`src/rtl/oram_path_engine_pkg.sv`:
```
// Shared types and default geometry for the Path-ORAM access engine.
package oram_path_engine_pkg;

  localparam int ORAM_BLK_BYTES = 4;
  localparam int ORAM_ADDR_W    = 3;
  localparam int ORAM_L         = ORAM_ADDR_W;
  localparam int ORAM_Z         = 4;
  localparam int ORAM_STASH_N   = 24;
  localparam int ORAM_DATA_W    = 8 * ORAM_BLK_BYTES;
  localparam int ORAM_NBKT      = 2 ** (ORAM_L + 1) - 1;
  localparam int ORAM_BKT_W     = $clog2(ORAM_NBKT);
  localparam int ORAM_LVL_W     = $clog2(ORAM_L + 1);

  // One tree slot / stash entry
  typedef struct packed {
    logic                   valid;
    logic [ORAM_ADDR_W-1:0] addr;
    logic [ORAM_L-1:0]      leaf;
    logic [ORAM_DATA_W-1:0] data;
  } oram_slot_t;

  typedef enum logic [2:0] {
    S_IDLE, S_POSMAP, S_READ, S_UPDATE, S_EVICT, S_DONE
  } oram_state_e;

  // Bucket on level k of the path to leaf x: heap-ordered tree, root = 0
  function automatic logic [ORAM_BKT_W-1:0] bucket_idx(input logic [ORAM_LVL_W-1:0] k,
                                                       input logic [ORAM_L-1:0]     x);
    logic [ORAM_LVL_W-1:0] sh;
    logic [ORAM_L-1:0]     node;
    sh   = ORAM_LVL_W'(ORAM_L) - k;
    node = x >> sh;
    return ORAM_BKT_W'((1 << k) - 1) + ORAM_BKT_W'(node);
  endfunction

endpackage

```
`src/rtl/oram_path_engine_stash.sv`:
```
// Stash: lowest-free allocation, address lookup and per-level eviction pick.
module oram_path_engine_stash
  import oram_path_engine_pkg::*;
#(
  parameter int N  = ORAM_STASH_N,
  parameter int IW = $clog2(N)
) (
  input  logic                   clk,
  input  logic                   rst,
  input  logic [ORAM_ADDR_W-1:0] lookup_addr,
  input  logic [ORAM_LVL_W-1:0]  level,
  input  logic [ORAM_L-1:0]      path_leaf,
  input  logic                   wr_en,
  input  logic [IW-1:0]          wr_idx,
  input  oram_slot_t             wr_ent,
  input  logic                   clr_en,
  input  logic [IW-1:0]          clr_idx,
  output logic                   free_ok,
  output logic [IW-1:0]          free_idx,
  output logic                   hit_ok,
  output logic [IW-1:0]          hit_idx,
  output logic [ORAM_DATA_W-1:0] hit_data,
  output logic                   elig_ok,
  output logic [IW-1:0]          elig_idx,
  output oram_slot_t             elig_ent
);

  oram_slot_t            ent [N];
  logic [ORAM_LVL_W-1:0] sh;

  assign sh = ORAM_LVL_W'(ORAM_L) - level;

  // Entry storage: only valid bits are reset, payload is don't-care when invalid
  always_ff @(posedge clk) begin
    if (rst) begin
      for (int i = 0; i < N; i++) ent[i].valid <= 1'b0;
    end else begin
      if (wr_en) ent[wr_idx] <= wr_ent;
      if (clr_en) ent[clr_idx].valid <= 1'b0;
    end
  end

  // Priority scans; descending loop so the lowest matching index wins
  always_comb begin
    free_ok  = 1'b0;
    free_idx = '0;
    hit_ok   = 1'b0;
    hit_idx  = '0;
    elig_ok  = 1'b0;
    elig_idx = '0;
    for (int i = N - 1; i >= 0; i--) begin
      if (!ent[i].valid) begin
        free_ok  = 1'b1;
        free_idx = IW'(i);
      end
      if (ent[i].valid && ent[i].addr == lookup_addr) begin
        hit_ok  = 1'b1;
        hit_idx = IW'(i);
      end
      if (ent[i].valid && ((ent[i].leaf >> sh) == (path_leaf >> sh))) begin
        elig_ok  = 1'b1;
        elig_idx = IW'(i);
      end
    end
    hit_data = ent[hit_idx].data;
    elig_ent = ent[elig_idx];
  end

endmodule

```
`src/rtl/oram_path_engine.sv`:
```
// Path-ORAM access engine: read path to stash, serve/remap block, evict path.
module oram_path_engine
  import oram_path_engine_pkg::*;
#(
  parameter int          BLK_BYTES = ORAM_BLK_BYTES,
  parameter int          ADDR_W    = ORAM_ADDR_W,
  parameter int          L         = ADDR_W,
  parameter int          Z         = ORAM_Z,
  parameter int          STASH_N   = ORAM_STASH_N,
  parameter logic [15:0] LFSR_SEED = 16'h1
) (
  input  logic                   clk,
  input  logic                   rst,
  input  logic [ADDR_W-1:0]      block_num,
  input  logic [8*BLK_BYTES-1:0] write_val,
  input  logic                   rw_indicator,
  input  logic                   input_ready,
  output logic                   req_ready,
  output logic [8*BLK_BYTES-1:0] read_val,
  output logic                   output_ready,
  output logic                   stash_overflow
);

  localparam int DW   = 8 * BLK_BYTES;
  localparam int NBLK = 2 ** ADDR_W;
  localparam int NBKT = 2 ** (L + 1) - 1;
  localparam int BW   = $clog2(NBKT);
  localparam int LW   = $clog2(L + 1);
  localparam int SW   = $clog2(Z);
  localparam int IW   = $clog2(STASH_N);

  oram_state_e state, state_nx;

  logic [LW-1:0]          lvl, k;
  logic [SW-1:0]          slot;
  logic                   last;
  logic [ADDR_W-1:0]      addr_q;
  logic [DW-1:0]          data_q;
  logic                   rw_q;
  logic [L-1:0]           path_x, new_leaf;
  logic [15:0]            lfsr, lfsr_nx;
  logic [L-1:0]           posmap [NBLK];
  logic [NBKT-1:0][Z-1:0] tree_vld;
  oram_slot_t             tree_mem [NBKT][Z];
  logic [BW-1:0]          bidx;
  oram_slot_t             path_slot;

  logic                   wr_en, clr_en;
  logic [IW-1:0]          wr_idx;
  oram_slot_t             wr_ent;
  logic                   free_ok, hit_ok, elig_ok;
  logic [IW-1:0]          free_idx, hit_idx, elig_idx;
  logic [DW-1:0]          hit_data;
  oram_slot_t             elig_ent;

  // Eviction walks leaf-to-root so deep slots get first pick of the stash
  assign k         = (state == S_EVICT) ? LW'(L) - lvl : lvl;
  assign bidx      = bucket_idx(k, path_x);
  assign last      = (lvl == LW'(L)) && (slot == SW'(Z - 1));
  assign path_slot = tree_mem[bidx][slot];
  assign req_ready = (state == S_IDLE);
  assign lfsr_nx   = {lfsr[14:0], lfsr[15] ^ lfsr[13] ^ lfsr[12] ^ lfsr[10]};

  oram_path_engine_stash #(.N(STASH_N), .IW(IW)) u_stash (
    .clk        (clk),
    .rst        (rst),
    .lookup_addr(addr_q),
    .level      (k),
    .path_leaf  (path_x),
    .wr_en      (wr_en),
    .wr_idx     (wr_idx),
    .wr_ent     (wr_ent),
    .clr_en     (clr_en),
    .clr_idx    (elig_idx),
    .free_ok    (free_ok),
    .free_idx   (free_idx),
    .hit_ok     (hit_ok),
    .hit_idx    (hit_idx),
    .hit_data   (hit_data),
    .elig_ok    (elig_ok),
    .elig_idx   (elig_idx),
    .elig_ent   (elig_ent)
  );

  // State register
  always_ff @(posedge clk) begin
    if (rst) state <= S_IDLE;
    else     state <= state_nx;
  end

  // Next state: fixed-length walk, no data-dependent exits
  always_comb begin
    state_nx = state;
    case (state)
      S_IDLE:   if (input_ready) state_nx = S_POSMAP;
      S_POSMAP: state_nx = S_READ;
      S_READ:   if (last) state_nx = S_UPDATE;
      S_UPDATE: state_nx = S_EVICT;
      S_EVICT:  if (last) state_nx = S_DONE;
      S_DONE:   state_nx = S_IDLE;
      default:  state_nx = S_IDLE;
    endcase
  end

  // Stash write/clear strobes per state
  always_comb begin
    wr_en  = 1'b0;
    wr_idx = free_idx;
    wr_ent = path_slot;
    clr_en = 1'b0;
    case (state)
      S_READ:   wr_en = tree_vld[bidx][slot] & free_ok;
      S_UPDATE: begin
        wr_en       = hit_ok | free_ok;
        if (hit_ok) wr_idx = hit_idx;
        wr_ent.valid = 1'b1;
        wr_ent.addr  = addr_q;
        wr_ent.leaf  = new_leaf;
        wr_ent.data  = rw_q ? data_q : (hit_ok ? hit_data : '0);
      end
      S_EVICT:  clr_en = elig_ok;
      default:  ;
    endcase
  end

  // Control datapath: request latch, posmap/LFSR, slot counters, tree valids
  always_ff @(posedge clk) begin
    if (rst) begin
      lvl            <= '0;
      slot           <= '0;
      addr_q         <= '0;
      data_q         <= '0;
      rw_q           <= 1'b0;
      path_x         <= '0;
      new_leaf       <= '0;
      lfsr           <= LFSR_SEED;
      read_val       <= '0;
      output_ready   <= 1'b0;
      stash_overflow <= 1'b0;
      tree_vld       <= '0;
      for (int i = 0; i < NBLK; i++) posmap[i] <= L'(i);
    end else begin
      // Registered pulse: lands on the cycle after DONE, 35 edges after accept
      output_ready <= (state == S_DONE);
      if (state == S_READ || state == S_EVICT) begin
        if (last) begin
          lvl  <= '0;
          slot <= '0;
        end else if (slot == SW'(Z - 1)) begin
          slot <= '0;
          lvl  <= lvl + 1'b1;
        end else begin
          slot <= slot + 1'b1;
        end
      end
      case (state)
        S_IDLE: if (input_ready) begin
          addr_q <= block_num;
          data_q <= write_val;
          rw_q   <= rw_indicator;
        end
        S_POSMAP: begin
          path_x         <= posmap[addr_q];
          posmap[addr_q] <= lfsr[L-1:0];
          new_leaf       <= lfsr[L-1:0];
          lfsr           <= lfsr_nx;
        end
        S_READ: if (tree_vld[bidx][slot]) begin
          tree_vld[bidx][slot] <= 1'b0;
          if (!free_ok) stash_overflow <= 1'b1;
        end
        S_UPDATE: begin
          read_val <= hit_ok ? hit_data : '0;
          if (!hit_ok && !free_ok) stash_overflow <= 1'b1;
        end
        S_EVICT: tree_vld[bidx][slot] <= elig_ok;
        default: ;
      endcase
    end
  end

  // Tree payload array; meaning gated by tree_vld, so no reset
  always_ff @(posedge clk) begin
    if (state == S_EVICT && elig_ok) tree_mem[bidx][slot] <= elig_ent;
  end

endmodule
```
`config.mk`:
```
export PLATFORM = sky130hd
export DESIGN_NAME = oram_path_engine
export DESIGN_NICKNAME = d
export VERILOG_FILES = /design/src/rtl/oram_path_engine_pkg.sv /design/src/rtl/oram_path_engine_stash.sv /design/src/rtl/oram_path_engine.sv
export SDC_FILE = /design/constraint.sdc
export NUM_CORES = 2
export LEC_CHECK = 0
export ABC_AREA = 1
export BUFFER_PORTS_ARGS = -buffer_cell sky130_fd_sc_hd__clkbuf_2
export CORE_ASPECT_RATIO = 1.2
export CORE_UTILIZATION = 47
export CTS_BUF_LIST = sky130_fd_sc_hd__clkbuf_4
export DETAILED_ROUTE_END_ITERATION = 16
export PLACE_DENSITY = 0.63
export RECOVER_POWER = 25
export SKIP_CTS_REPAIR_TIMING = 1
export SYNTH_ARGS = -nofsm -noshare
export SYNTH_HDL_FRONTEND = slang
export SYNTH_SLANG_ARGS = --single-unit
```
`constraint.sdc`:
```
create_clock -name clk -period 6.45 [get_ports clk]
set_input_delay 0 -clock clk [delete_from_list [all_inputs] [get_ports clk]]
set_output_delay 0 -clock clk [all_outputs]
set_load 0.02 [all_outputs]
```
# Yosys cells after proc, flatten, opt, wreduce, memory -nomap -nowiden

Memories as Yosys holds them, arrays and structs flattened. A register that Yosys moved wholly into a read port is not among the register bits.
Cells that the tools add are included.

Register bits: 156
Bits in writable memories: 3300
Output and inout bits: 35
Memories: 3

Memory list:

| name        | words | width | read ports | clocked after Yosys merged registers in | write ports | line                         | RTL |
|---|---|---|---|---|---|---|---|
| tree_mem    | 15    | 156   | 1          | 0                                       | 1           | oram_path_engine.sv:44       | `oram_slot_t tree_mem [NBKT][Z];` |
| u_stash.ent | 24    | 39    | 26         | 0                                       | 24          | oram_path_engine_stash.sv:28 | `oram_slot_t ent [N];` |
| posmap      | 8     | 3     | 1          | 1                                       | 8           | oram_path_engine.sv:42       | `logic [L-1:0] posmap [NBLK];` |

Add/sub/neg operators: 6
$lt $le $gt $ge: 6
Equality and inequality tests: 61
Shifts and indexed selects: 26
Multiplexer cells: 202
Bitwise logic cells: 8
Reduce and logical (&&, ||, !) cells: 69

Operator list:

| cell                                                            | number |
|---|---|
| 5-bit 2-to-1 mux                                                | 76 |
| 39-bit 2-to-1 mux                                               | 6 |
| 156-bit 2-to-1 mux                                              | 1 |
| 3-bit == test                                                   | 48 |
| 60-bit case mux with 2 select lines                             | 1 |
| 1-bit 2-to-1 mux                                                | 91 |
| 39-bit binary-select mux with 2-bit select                      | 1 |
| 39-bit demux with 2-bit select                                  | 1 |
| 39-bit OR reduction                                             | 2 |
| 3-bit by 2-bit right shift with 3-bit output                    | 25 |
| 32-bit 2-to-1 mux                                               | 2 |
| 60-bit bitwise AND                                              | 1 |
| 60-bit bitwise mux                                              | 1 |
| 60-bit 2-to-1 mux                                               | 1 |
| 60-bit NOT                                                      | 1 |
| 1-bit logical AND                                               | 54 |
| 4-bit binary-select mux with 4-bit select                       | 1 |
| 4-bit demux with 4-bit select                                   | 1 |
| 3-bit 2-to-1 mux                                                | 5 |
| 3-bit case mux with 5 select lines                              | 1 |
| 2-bit 2-to-1 mux                                                | 7 |
| 2-bit inequality test, second input constant                    | 6 |
| 4-bit 2-to-1 mux                                                | 2 |
| 3-bit by 2-bit == test with 1-bit output, second input constant | 2 |
| 29 further kinds                                                | 41 |

# Longest topological paths before layout

Depth in word-level cells: 36
Gate-level depth with buffers: 44

# Cells and area by module

Synthesis repeated with hierarchy kept, for this count alone.

Cells, all modules: 13160
Area, all modules: 148710.1 um2

By module, submodules not included:

| module                 | instances | cells each | area each (um2) | seq. area each (um2) |
|---|---|---|---|---|
| oram_path_engine       | 1         | 7310       | 97496.0         | 74111.1 |
| oram_path_engine_stash | 1         | 5850       | 51214.1         | 27866.7 |

# Worst setup path after synthesis

OpenSTA, ideal clock, no wires.

Path kind: flip-flop to flip-flop
From: register state[1]
To: memory u_stash.ent[8][0] (netlist name) (enable)
Data arrival time: 5678 ps
Required time: 6017 ps
Setup slack: 339 ps
Stages on the path, launching flop included: 28
Path through: dfxtp_1 nor2_4 nand2_2 buf_6 nand2_2 nand2_4 nand3_1 nand2_1 buf_6 buf_6 a21oi_1 ha_1 fa_1 xor2_1 or2_1 nand2_1 inv_1 nor2_2 inv_2 nor2_2 nand2_1 a41oi_1 o311ai_1 and2_1 o21ai_1 nand2_1 buf_1 nor2_1

RTL lines:

| what                   | line                         | RTL |
|---|---|---|
| start, declared        | oram_path_engine.sv:32       | `oram_state_e state, state_nx;` |
| start signal, assigned | oram_path_engine.sv:88       | `else state <= state_nx;` |
| end, declared          | oram_path_engine_stash.sv:28 |  |

==> results.md <==
* Cell type with the largest total area after synthesis: edfxtp_1
* Failing checks: max-capacitance violations, max-slew violations
* Primary FF master, synth: edfxtp_1
* Setup Skew at 0.128 ns
* Final setup fails at 0
* Cell chosen for the clock root: clkbuf_4
* Cell depth of the worst hold path at 5
* Total vias in the final route at 112,139
* Worst setup path category: in -> reg
* Headroom to the max-slew limit at -1.76
* Die boundary height at 612 um
* Pre-CTS setup slack at 0.187 ns
* Post-synthesis cell area at 0.146 mm2
* Pre-Repair DR Iteration Count at 9
* Worst hold start: write_val[2]
* Hold worst-path end: data_q[2]
* Worst path top cell family by delay: buffers and inverters
* Via/cell ratio at 6.32
* Maximum achievable frequency at 156 MHz
* Routed wire length at 517 mm
* Die Area at 0.312 mm2
* DRT iter0 DRCs at 15,577
* Synthesized Nets at 12,433
* Type of destination of the critical path: register
* Share of synthesized registers carrying an async set or reset at 0
* Portion of the post-synthesis area used by sequential elements at 0.701
* Clock transition at the register clock pins on the worst setup and hold paths after CTS at 0.07 ns
* First-pass GRT wire length at 732 mm
* Arrival time worst endpoint at 7.74 ns
* Final sum of negative setup slack at 0 ns
* Vias in the first global route at 108,325
* Buffers on Ports at 73
* Fin Hold WS at 0.0177 ns
* Status: complete, but fails checks
* Starting utilization of the core area at 0.473
* Die Width at 510 um
* Total clock sinks at 3,456
* Critical R2R Capture: tree_mem[9][50]
* Max_cap viols at 23
* Critical Path Fanout Max at 63
* Number of enable flip-flop cells after synthesis at 3,300
* Total of flip-flops plus latches after synthesis at 3,456
* Total track usage at 0.322
* Critical path's most frequent cell: dlygate4sd3_1
* Actual transition at the worst max-transition pin at 4.14 ns
* Post-Synthesis Cells at 12,385
* Ys Warns at 0
* Synth unique cells at 70
* Fraction of final layout cells sized beyond drive strength 1 at 0.147
* Maximum buffer depth of the clock tree at 4
* Clock latency on the worst-skew pair at 1.47 ns
* DP Wirelength at 285 mm
* Post-synth top cells: 3,300 x edfxtp_1, 1,938 x nand3_1, 1,784 x nand2_1, 988 x o22ai_1, 803 x inv_1
* Unrepaired setup endpoints after global routing: no
* Number of clock buffers inserted by TritonCTS at 827
* Required @ worst endpoint at 7.78 ns
* Number of antenna violations at the first check in global routing at 24
* CP max stage delay at 2.93 ns
* Power density relative to cell area at 459 mW/mm2
* Largest net degree at the start of global routing at 197
* Final weighted congestion in routability-driven placement at 0.922
* Number of nets at the end of the flow at 13,084
* Mean routed wirelength per cell at 29.1 um
* Period utilisation layout at 0.994
* Antenna Violating Nets Remaining at 0
* Clock tree from TritonCTS: built
* Startpoint of the worst register-to-register path: state[1]
* Final Power at 75.7 mW
* Dominant cell by count in the synthesized netlist: edfxtp_1
* Post-route DRC violation count at 0
* Register-to-register path setup slack at 0.06 ns
* Depth of the worst register-to-register path at 23
* Leading cell types by total area after synthesis: edfxtp_1 68%, nand3_1 6.7%, nand2_1 4.6%, o22ai_1 4.2%, o21ai_0 2.4%
* Slowest stage cell on the critical path: clkbuf_1
* Top-area cell type share of the netlist area at 0.680
* I/O pin count at 74
* CP Cell Sequence: dlygate4sd3_1 > dlygate4sd3_1 > clkbuf_1 > dlygate4sd3_1 > clkbuf_1 > buf_2 > a21oi_1 > o31ai_1 > inv_1
* Maximum VDD drop at 519 uV
* Kind of launch point of the worst setup path: input pin
* Final hold violation count at 0
* Post-route setup slack at 0.0414 ns
* Minimum clock period at 6.41 ns
* Cell row count at 223
* H-tree Lvls at 6
* Synthesized area per cell at 11.8 um2
* Max Slew Vio Count at 655
* Core area at 0.308 mm2
* Class of the tightest hold or removal check: in -> reg
* Signed area change from the synthesized netlist to the final layout at 13.2%
* Buffer and inverter count on the worst path at 7
* Pleak at 58.1 nW
* Gr ovfl total at 0
-- state kept, by name (all words and copies together), names as in the netlist --
signal	cells
new_leaf	2
tree_vld	60
stash_overflow	1
u_stash.ent	936
output_ready	1
state	3
posmap	24
data_q	32
lvl	2
lfsr	14
slot	2
read_val	32
rw_q	1
tree_mem	2340
path_x	3
addr_q	3
-- cell families after synthesis --
family | share of synthesized area
AND/OR/NAND/NOR | 0.145
buffers and inverters | 0.0478
AO/OA/AOI/OAI | 0.101
flip-flops | 0.701
adder cells (fa/ha/maj) | 0.000824
XOR/XNOR | 0.00426
-- through the flow --
stage,utilization,instance area [um2],instances
2_1_floorplan,-,146000,12385
3_3_place_gp,0.499,154000,16088
3_5_place_dp,0.499,154000,16088
4_1_cts,0.532,164000,17550
5_1_grt,0.536,165000,17726
6_report,0.536,165000,17736
-- where the power goes --
part           switching (mW)  internal, mW
clock                    8.81          8.77
combinational            21.2          6.74
sequential              0.242          30.0
-- cell type report --
| cell class | count | area (um2) |
|---|---|---|
| fill | 26199 | 143000 |
| sequential | 3456 | 102000 |
| multi-input combinational | 7199 | 37300 |
| clock buffer | 1208 | 9070 |
| timing repair buffer | 720 | 7000 |
| tap | 4050 | 5070 |
| inverter | 832 | 3190 |
| clock inverter | 254 | 1220 |
| antenna | 17 | 42.5 |
-- tightest hold or removal path: cells and delay by family --
kind | cells | cell delay [ns]
buffers and inverters | 3 | 1.19
AND/OR/NAND/NOR | 1 | 0.11
AO/OA/AOI/OAI | 1 | 0.08
-- routing by layer --
layer,share of wire,wire (um),vias to the layer above,track usage
li1,-,-,47584,-
met4,0.064,33100,10,0.193
met1,0.35,182000,54729,0.394
met3,0.11,55600,1795,0.0642
met5,0.00012,61,-,0
met2,0.48,246000,8021,0.528
-- cells in the final DEF, fill, tap and decap left out, types with 17 or more instances in the layout --
master	count
a21oi_1	266
a22oi_1	60
a31oi_1	19
buf_12	130
buf_4	302
clkbuf_1	55
clkbuf_2	74
clkbuf_4	1213
clkinv_1	200
clkinv_2	29
dfxtp_1	153
diode_2	17
dlygate4sd3_1	146
edfxtp_1	3300
inv_1	800
nand2_1	1754
nand2_2	33
nand3_1	1937
nand3b_1	102
nand4_1	124
nor2_1	540
nor2_2	21
nor2_4	68
nor3_1	38
nor4_1	28
o2111ai_1	23
o211ai_1	102
o21ai_0	692
o21ai_1	29
o221ai_1	71
o22a_1	27
o22ai_1	988
o31ai_1	30
or2_2	25
xor2_1	67
-- worst max path at each step --
| stage | startpoint | endpoint | slack (ns) | depth (start not counted) |
|---|---|---|---|---|
| 6_report | rst | tree_vld[11] | 0.04 | 9 |
| 5_1_grt | addr_q[1] | u_stash.ent[16][16] | 0.01 | 36 |
| 4_1_cts | state[1] | u_stash.ent[5][17] | 0.17 | 27 |
| 3_5_place_dp | state[1] | u_stash.ent[12][17] | 0.19 | 27 |
| 3_3_place_gp | state[1] | u_stash.ent[21][3] | 0.19 | 30 |
| 2_1_floorplan | state[1] | u_stash.ent[8][0] | 0.34 | 27 |
Note: power is estimated with default switching activity, not from simulation.
